`src/rtl/mb_buffer_scheduler.sv`:
```
// ---------------------------------------------------------------------------
// mb_buffer_scheduler
//
// Central sequencer for the multibuffered BRAM-to-AXIS output adapter.
// Buffers move through three phases: started (accelerator writing), filled
// (written, waiting for the streamer) and drained (free again). Three ring
// pointers pick the buffer for each phase. Two occupancy counters replace
// pointer comparisons, so simultaneous events and depth-1 operation behave
// the same way as every other case.
//
// Parameters:
//   C_MB_DEPTH  number of buffers, 1..8
//   C_SEL_BITS  width of the select outputs, 2**C_SEL_BITS >= C_MB_DEPTH
//
// Ports:
//   ACC_CLK         in   clock, all logic on the rising edge
//   ARESET          in   synchronous active-high reset
//   CTRL_ACC_START  in   pulse: accelerator begins a buffer
//   CTRL_ACC_DONE   in   pulse: accelerator finished the current buffer
//   OUT_FINISHED    in   pulse: streamer finished the current buffer
//   CTRL_CANSTART   out  a free buffer exists, so a start is accepted
//   CTRL_READY      out  accelerator may write the buffer at ACC_SEL
//   OUT_ALLOW       out  at least one filled buffer awaits streaming
//   START_SEL       out  index the next start will claim
//   ACC_SEL         out  buffer the accelerator is writing
//   OUT_SEL         out  buffer the streamer is reading
//   OCCUPANCY       out  buffers started or filled but not yet drained
//   ERR_FLAGS       out  sticky errors: [0] start while full,
//                        [1] done with nothing in flight,
//                        [2] finish with nothing filled
//
// Event handshake: each input pulse is one request, counted once per high
// cycle. It is accepted only when the registered state at the start of that
// cycle permits it. There is no back-pressure; a rejected pulse is dropped
// and changes no state.
//
// Build option: define MB_SCHED_ERR_EN to compile the sticky error flags.
// Without it ERR_FLAGS is tied to 0. Rejection behaviour is the same
// either way.
// ---------------------------------------------------------------------------
module mb_buffer_scheduler #(
    parameter int C_MB_DEPTH = 2,
    parameter int C_SEL_BITS = 3
) (
    input  logic                  ACC_CLK,
    input  logic                  ARESET,
    input  logic                  CTRL_ACC_START,
    input  logic                  CTRL_ACC_DONE,
    input  logic                  OUT_FINISHED,
    output logic                  CTRL_CANSTART,
    output logic                  CTRL_READY,
    output logic                  OUT_ALLOW,
    output logic [C_SEL_BITS-1:0] START_SEL,
    output logic [C_SEL_BITS-1:0] ACC_SEL,
    output logic [C_SEL_BITS-1:0] OUT_SEL,
    output logic [3:0]            OCCUPANCY,
    output logic [2:0]            ERR_FLAGS
);

    localparam logic [3:0]            DEPTH_C    = 4'(C_MB_DEPTH);
    localparam logic [C_SEL_BITS-1:0] LAST_PTR_C = C_SEL_BITS'(C_MB_DEPTH - 1);

    // Ring advance. With depth 1 the last index is 0, so pointers stay 0.
    function automatic logic [C_SEL_BITS-1:0] next_ptr(input logic [C_SEL_BITS-1:0] p);
        if (p == LAST_PTR_C) begin
            return '0;
        end
        return p + 1'b1;
    endfunction

    // State registers
    logic [C_SEL_BITS-1:0] start_ptr_q, start_ptr_d;
    logic [C_SEL_BITS-1:0] acc_ptr_q,   acc_ptr_d;
    logic [C_SEL_BITS-1:0] out_ptr_q,   out_ptr_d;
    logic [3:0]            inflight_q,  inflight_d;
    logic [3:0]            filled_q,    filled_d;

    // Registered outputs
    logic                  canstart_q,  canstart_d;
    logic                  ready_q,     ready_d;
    logic                  allow_q,     allow_d;
    logic [3:0]            occ_q,       occ_d;

    // Acceptance uses the registered state only. In particular, a FINISH in
    // the same cycle does not rescue a START that arrives while full.
    logic start_acc, done_acc, fin_acc;

    always_comb begin
        start_acc = CTRL_ACC_START && canstart_q;
        done_acc  = CTRL_ACC_DONE  && (inflight_q != 4'd0);
        fin_acc   = OUT_FINISHED   && (filled_q   != 4'd0);
    end

    // Next-state: all accepted events apply together as a net sum.
    always_comb begin
        start_ptr_d = start_acc ? next_ptr(start_ptr_q) : start_ptr_q;
        acc_ptr_d   = done_acc  ? next_ptr(acc_ptr_q)   : acc_ptr_q;
        out_ptr_d   = fin_acc   ? next_ptr(out_ptr_q)   : out_ptr_q;

        inflight_d  = inflight_q + {3'd0, start_acc} - {3'd0, done_acc};
        filled_d    = filled_q   + {3'd0, done_acc}  - {3'd0, fin_acc};

        occ_d       = inflight_d + filled_d;
        canstart_d  = (occ_d < DEPTH_C);
        ready_d     = (filled_d < DEPTH_C);
        allow_d     = (filled_d != 4'd0);
    end

    always_ff @(posedge ACC_CLK) begin
        if (ARESET) begin
            start_ptr_q <= '0;
            acc_ptr_q   <= '0;
            out_ptr_q   <= '0;
            inflight_q  <= '0;
            filled_q    <= '0;
            occ_q       <= '0;
            canstart_q  <= 1'b1;
            ready_q     <= 1'b1;
            allow_q     <= 1'b0;
        end else begin
            start_ptr_q <= start_ptr_d;
            acc_ptr_q   <= acc_ptr_d;
            out_ptr_q   <= out_ptr_d;
            inflight_q  <= inflight_d;
            filled_q    <= filled_d;
            occ_q       <= occ_d;
            canstart_q  <= canstart_d;
            ready_q     <= ready_d;
            allow_q     <= allow_d;
        end
    end

`ifdef MB_SCHED_ERR_EN
    // Sticky protocol-error flags, cleared only by reset.
    logic [2:0] err_q, err_d;

    always_comb begin
        err_d = err_q | {OUT_FINISHED   && !fin_acc,
                         CTRL_ACC_DONE  && !done_acc,
                         CTRL_ACC_START && !start_acc};
    end

    always_ff @(posedge ACC_CLK) begin
        if (ARESET) begin
            err_q <= '0;
        end else begin
            err_q <= err_d;
        end
    end

    assign ERR_FLAGS = err_q;
`else
    assign ERR_FLAGS = 3'b000;
`endif

    assign CTRL_CANSTART = canstart_q;
    assign CTRL_READY    = ready_q;
    assign OUT_ALLOW     = allow_q;
    assign START_SEL     = start_ptr_q;
    assign ACC_SEL       = acc_ptr_q;
    assign OUT_SEL       = out_ptr_q;
    assign OCCUPANCY     = occ_q;

endmodule
```
`config.mk`:
```
export PLATFORM = sky130hd
export DESIGN_NAME = mb_buffer_scheduler
export DESIGN_NICKNAME = d
export VERILOG_FILES = /design/src/rtl/mb_buffer_scheduler.sv
export SDC_FILE = /design/constraint.sdc
export NUM_CORES = 1
export LEC_CHECK = 0
export BUFFER_PORTS_ARGS = -buffer_cell sky130_fd_sc_hd__buf_4
export CAP_MARGIN = 25
export CORE_MARGIN = 2
export CORE_UTILIZATION = 50
export CTS_BUF_LIST = sky130_fd_sc_hd__clkbuf_8
export CTS_CLUSTER_SIZE = 16
export DETAILED_ROUTE_END_ITERATION = 8
export PLACE_DENSITY = 0.74
export RECOVER_POWER = 50
export SYNTH_ARGS = -nofsm -noshare
export SYNTH_HDL_FRONTEND = slang
export SYNTH_SLANG_ARGS = --single-unit
```
`constraint.sdc`:
```
create_clock -name ACC_CLK -period 8.26 [get_ports ACC_CLK]
set_input_delay 0.826 -clock ACC_CLK [delete_from_list [all_inputs] [get_ports ACC_CLK]]
set_output_delay 0.826 -clock ACC_CLK [all_outputs]
set_load 0.005 [all_outputs]
```
[Word-level counts from Yosys, hierarchy flattened]
Index checks and enable logic that the tools add are counted.
Storage, ports and cells
  word-level logic and storage cells: 37
  output and inout bits: 19
  input port bits: 5
  bits in registers: 24
Operators by class
  reductions and logical operators: 6
  add/sub/neg operators: 8
  mux-type cells: 9
  $lt $le $gt $ge: 2
  eq/ne operators: 3
Operator list (number)
  3-bit 2-to-1 mux: 6
  4-bit nonzero test: 3
  3-bit by 1-bit adder with 3-bit output, second input constant: 3
  3-bit by 1-bit equality test with 1-bit output, second input constant: 3
  4-bit by 1-bit adder with 4-bit output: 2
  4-bit by 2-bit < comparator with 1-bit output, second input constant: 2
  4-bit by 1-bit subtractor with 4-bit output: 2
  4-bit adder: 1
  1-bit logical AND: 3
  1-bit 2-to-1 mux: 3

[Logic depth before layout (Yosys ltp)]
  depth in word-level cells: 6
  mapped depth: 16
  depth with buffers taken out: 16

[Worst setup path after synthesis]
Ideal clock, no wire load.
  path type: input-to-reg
  start point: input OUT_FINISHED
  end point: register canstart_q (netlist: CTRL_CANSTART)
  setup slack: 4904 ps
  path buffers: 0
  arrival: 3243 ps
  setup time: 114 ps
  required time: 8146 ps
  cell stages on the path: 12
  cell sequence: a21boi_1 -> ha_1 -> inv_1 -> ha_1 -> inv_1 -> fa_1 -> inv_1 -> ha_1 -> a21o_1 -> a21oi_1 -> xor3_1 -> a21o_1
Between the ends
  word-level cells in the longest chain between the ends: 4
RTL lines
  from (decl): line 49  | input logic OUT_FINISHED,
  1-bit logical AND: line 91  | fin_acc = OUT_FINISHED && (filled_q != 4'd0);
  4-bit by 1-bit subtractor with 4-bit output: line 101  | filled_d = filled_q + {3'd0, done_acc} - {3'd0, fin_acc};
  named net filled_d[1]: line 76  | logic [3:0] filled_q, filled_d;
  4-bit adder: line 103  | occ_d = inflight_d + filled_d;
  4-bit by 2-bit < comparator with 1-bit output: line 104  | canstart_d = (occ_d < DEPTH_C);
  to (signal assigned): line 127  | canstart_q <= canstart_d;
  to (decl): line 79  | logic canstart_q, canstart_d;
The timed path passes the listed nets, and every way through them passes these cells.
A chain may end at the register's enable or synchronous reset.

[Worst setup path after layout]
  start point: input OUT_FINISHED
  end point: register canstart_q (netlist: CTRL_CANSTART)
Between the ends
  word-level cells in the longest chain between the ends: 4
RTL lines
  1-bit logical AND: line 91
  named net fin_acc: line 86  | logic start_acc, done_acc, fin_acc;
  4-bit by 1-bit subtractor with 4-bit output: line 101
  named net filled_d[1]: line 76
  4-bit adder: line 103
  4-bit by 2-bit < comparator with 1-bit output: line 104
The timed path passes the listed nets, and every way through them passes these cells.

==> results.txt <==
The hold path startpoint is OUT_SEL[1]$_SDFFE_PP0P_. The total design power is 0.656 mW. The nature of the critical path startpoint is an input pin. CTS placed an instance of sky130_fd_sc_hd__clkbuf_8 at the clock tree root.

The fraction of final layout cells with drive strength greater than 1 is between 10% and 20%. TritonCTS built the clock tree. The area overhead of the layout relative to synthesis is 18.2%. The combined flip-flop and latch cell area came out at approximately 480 um2. The max-slew violation total from the final report came out at 0.

The tightest hold path in the finished design has a slack of approximately 0.50 ns. The placement row count is 17. The highest achievable clock rate is approximately 280 MHz. The minimum setup slack in the final design came out at ~4.7 ns. The final-report hold violation count is 0.

From bottom edge to top edge, the die measures 52.5 um. The HPWL reported at the end of detailed placement is between 1500 and 2000 um. The average via count per standard cell is a little under 5. Global routing used a little under a fifth of the available tracks. After routing the design area is about 0.0014 mm2. The flip-flop and latch count after synthesis is 24.

The finished layout holds 173 standard cells, fillers aside. The library cells used most frequently in the layout, excluding fill and tap cells, are sky130_fd_sc_hd__dfxtp_1, sky130_fd_sc_hd__inv_1, sky130_fd_sc_hd__nor2_1, sky130_fd_sc_hd__ha_1, sky130_fd_sc_hd__clkbuf_4. The repair_antennas step left the layout with diodes totalling 0.

The max-capacitance violation count is 0. The final core utilization is between 60% and 70%. Synthesis produced about 120 cells. The aggregate negative setup slack came out at 0 ns. In this run the worst setup path begins at OUT_FINISHED. The final weighted congestion of routability-driven global placement is about 0.77. The worst register-to-register path begins at filled_q[2]$_SDFF_PP0_. The relative slew slack is around three fifths. The wire length on met2 is 1010 um.

In this run the worst path has a maximum fanout of 5. The synthesized area divided by synthesized cell count is 9.47 um2. The floorplan die area is around 0.0028 mm2. The worst setup path is of the in2reg kind. Pin placement for this block handled 24 I/O pins.

The power density normalized to cell area came out at approximately 470 mW/mm2. The sequential share of the synthesized area came out at roughly two fifths. The total wire length after detailed routing came out at 2040 um. The type of the tightest min-delay check is reg2reg. The post-synth design cell area came out at 0.00117 mm2. The count of unresolved DRC violations after routing is 0. The reported leakage power came out at approximately 0.66 nW.

The number of different library cells in the post-synthesis netlist is 24. The count of fill cells added during filler insertion came out at 197. The number of buffers inserted by port buffering is 20. The count of buffers added by post-CTS timing repair for setup came out at 0. The Yosys step of the flow raised 0 warnings. The via count of the first global-routing pass came out at 847. The pre-CTS setup slack came out at 4.65 ns.

The number of hold-repair buffers added at the cts stage came out at 0. The worst setup path is captured at a flop. The number of placed instances with taps included came out at around 170. The core box area came out at about 0.0022 mm2. The routed length on met3 came out at roughly 95 um.

The final antenna-violating net count is 0. The final layout net count came out at between 150 and 200. Entering global routing, the biggest net connects 25 pins.

The highest metal layer carrying signal wires in the routed design is met4. The footprint of the multi-input gates is 608 um2. The number of clock sinks came out at 24. The final setup violation count came out at 0. The via count of the routed design came out at 852. The clock passes through at most 2 buffers. The required time at the worst-slack endpoint came out at about 8.4 ns. The library cell used most frequently in the layout, excluding fill and tap cells, is sky130_fd_sc_hd__dfxtp_1. The slew at the pin closest to its max-slew limit came out at 0.599 ns.

The effective utilization at floorplan is 53.1%. The area of placed instances is approximately 0.0013 mm2. The flow ran to the end, and the final reports show no timing, DRC or antenna violations.

The time the final worst path needs with I/O delays and setup came out at 3.51 ns. The first-pass iteration count of the detailed router is 2. The largest clock skew in the final design came out at ~0.0045 ns. In the finished design, the share of the clock period the worst path needs comes to 42.5%.

The count of instances resized after the clock tree is built is 0. The iteration-0 DRC count of the detailed router came out at 6. Setup repair after global routing left no endpoint under its margin. The routed metal-1 wire length is 882 um. The worst voltage drop across the vdd grid came out at about 410 uV. The arrival time at the worst endpoint is about 3.7 ns.

The number of antenna violations at the first check in global routing is 0. The aggregate global routing overflow came out at 0. The latest clock arrival within the worst-skew pair came out at 0.27 ns. In this run the horizontal extent of the chip is about 52 um. The depth of the CTS H-tree came out at 1. The number of buffers created by CTS came out at 3.

The clock-pin slew on the worst setup and hold paths is around 0.08 ns. The first global-routing pass estimated 3580 um of wire. The wire length per cell after detailed routing is 11.8 um.
synthesized netlist by cell type:
master                      n  area share, %
sky130_fd_sc_hd__fa_1       3            5.1
sky130_fd_sc_hd__xor2_1     6            4.5
sky130_fd_sc_hd__buf_4      3            1.9
sky130_fd_sc_hd__nor3b_1    1           0.64
sky130_fd_sc_hd__inv_1     17            5.4
sky130_fd_sc_hd__nor2_1    16            5.1
sky130_fd_sc_hd__conb_1     1           0.32
sky130_fd_sc_hd__a41oi_1    1           0.75
sky130_fd_sc_hd__o31a_1     1           0.75
sky130_fd_sc_hd__nand2_1    7            2.2
sky130_fd_sc_hd__ha_1      12             13
sky130_fd_sc_hd__xnor2_1    5            3.7
sky130_fd_sc_hd__nand3_1    4            1.7
sky130_fd_sc_hd__a21oi_2    1           0.75
sky130_fd_sc_hd__nand4_1    1           0.53
sky130_fd_sc_hd__a21boi_1   1           0.64
sky130_fd_sc_hd__xor3_1     1            2.0
sky130_fd_sc_hd__nor2b_1    5            2.7
sky130_fd_sc_hd__a21o_1     4            2.6
sky130_fd_sc_hd__clkbuf_1   2           0.64
sky130_fd_sc_hd__nand4b_1   2            1.5
sky130_fd_sc_hd__a31o_2     1           0.75
sky130_fd_sc_hd__dfxtp_1   24             41
sky130_fd_sc_hd__a21oi_1    5            2.1
where the power goes:
| group | internal [mW] | switching [mW] |
|---|---|---|
| registers | 0.157 | 0.0241 |
| clock network | 0.0426 | 0.0362 |
| logic | 0.209 | 0.187 |
| total | 0.408 | 0.247 |
sequential cells by signal, summed over array words and instances (netlist names), 3 cells and up:
signal and count:
filled_q 4, START_SEL 3, OUT_SEL 3, ACC_SEL 3
OCCUPANCY 4, inflight_q 4
kinds of logic after synthesis:
family / share of synthesized area (%)
AOI/OAI and AO/OA: 8.31
xor gates and xnor gates: 10.2
adders and majority gates: 17.9
buffers and inverters: 7.99
DFF: 40.9
other: 0.319
and+or+nand+nor: 14.4
critical path, stage by stage:
cell	delay (ns)
sky130_fd_sc_hd__clkbuf_4	0.10
sky130_fd_sc_hd__a21boi_0	0.50
sky130_fd_sc_hd__ha_1	0.33
sky130_fd_sc_hd__inv_1	0.06
sky130_fd_sc_hd__ha_1	0.16
sky130_fd_sc_hd__inv_1	0.05
sky130_fd_sc_hd__fa_1	0.55
sky130_fd_sc_hd__inv_1	0.09
sky130_fd_sc_hd__ha_1	0.27
sky130_fd_sc_hd__a21o_1	0.17
sky130_fd_sc_hd__a21oi_1	0.15
sky130_fd_sc_hd__xor3_1	0.25
sky130_fd_sc_hd__a21o_1	0.19
routing by layer:
metal | vias to the layer above | global-route usage [%]
met3 | 5 | 5.14
met4 | 0 | 10.3
met2 | 17 | 30.8
met1 | 396 | 20.9
met5 | - | 0
li1 | 434 | -
final cells by class:
cell class	instances	area share, %
flip-flops and latches	24	34.6
inverters	17	4.59
clock buffers	4	3.96
repair buffers	20	10.5
multi-input cells	80	43.8
well taps	28	2.52
worst paths after layout:
check                                   to  slack [ns]  depth (start not counted)
setup / recovery  CTRL_CANSTART$_SDFF_PP1_        4.75                         13
hold / removal     OUT_SEL[1]$_SDFFE_PP0P_        0.50                          2
setup reg to reg  CTRL_CANSTART$_SDFF_PP1_        4.86                         14
hold reg to reg    OUT_SEL[1]$_SDFFE_PP0P_        0.50                          2
Power figures use the tool's default switching activity.
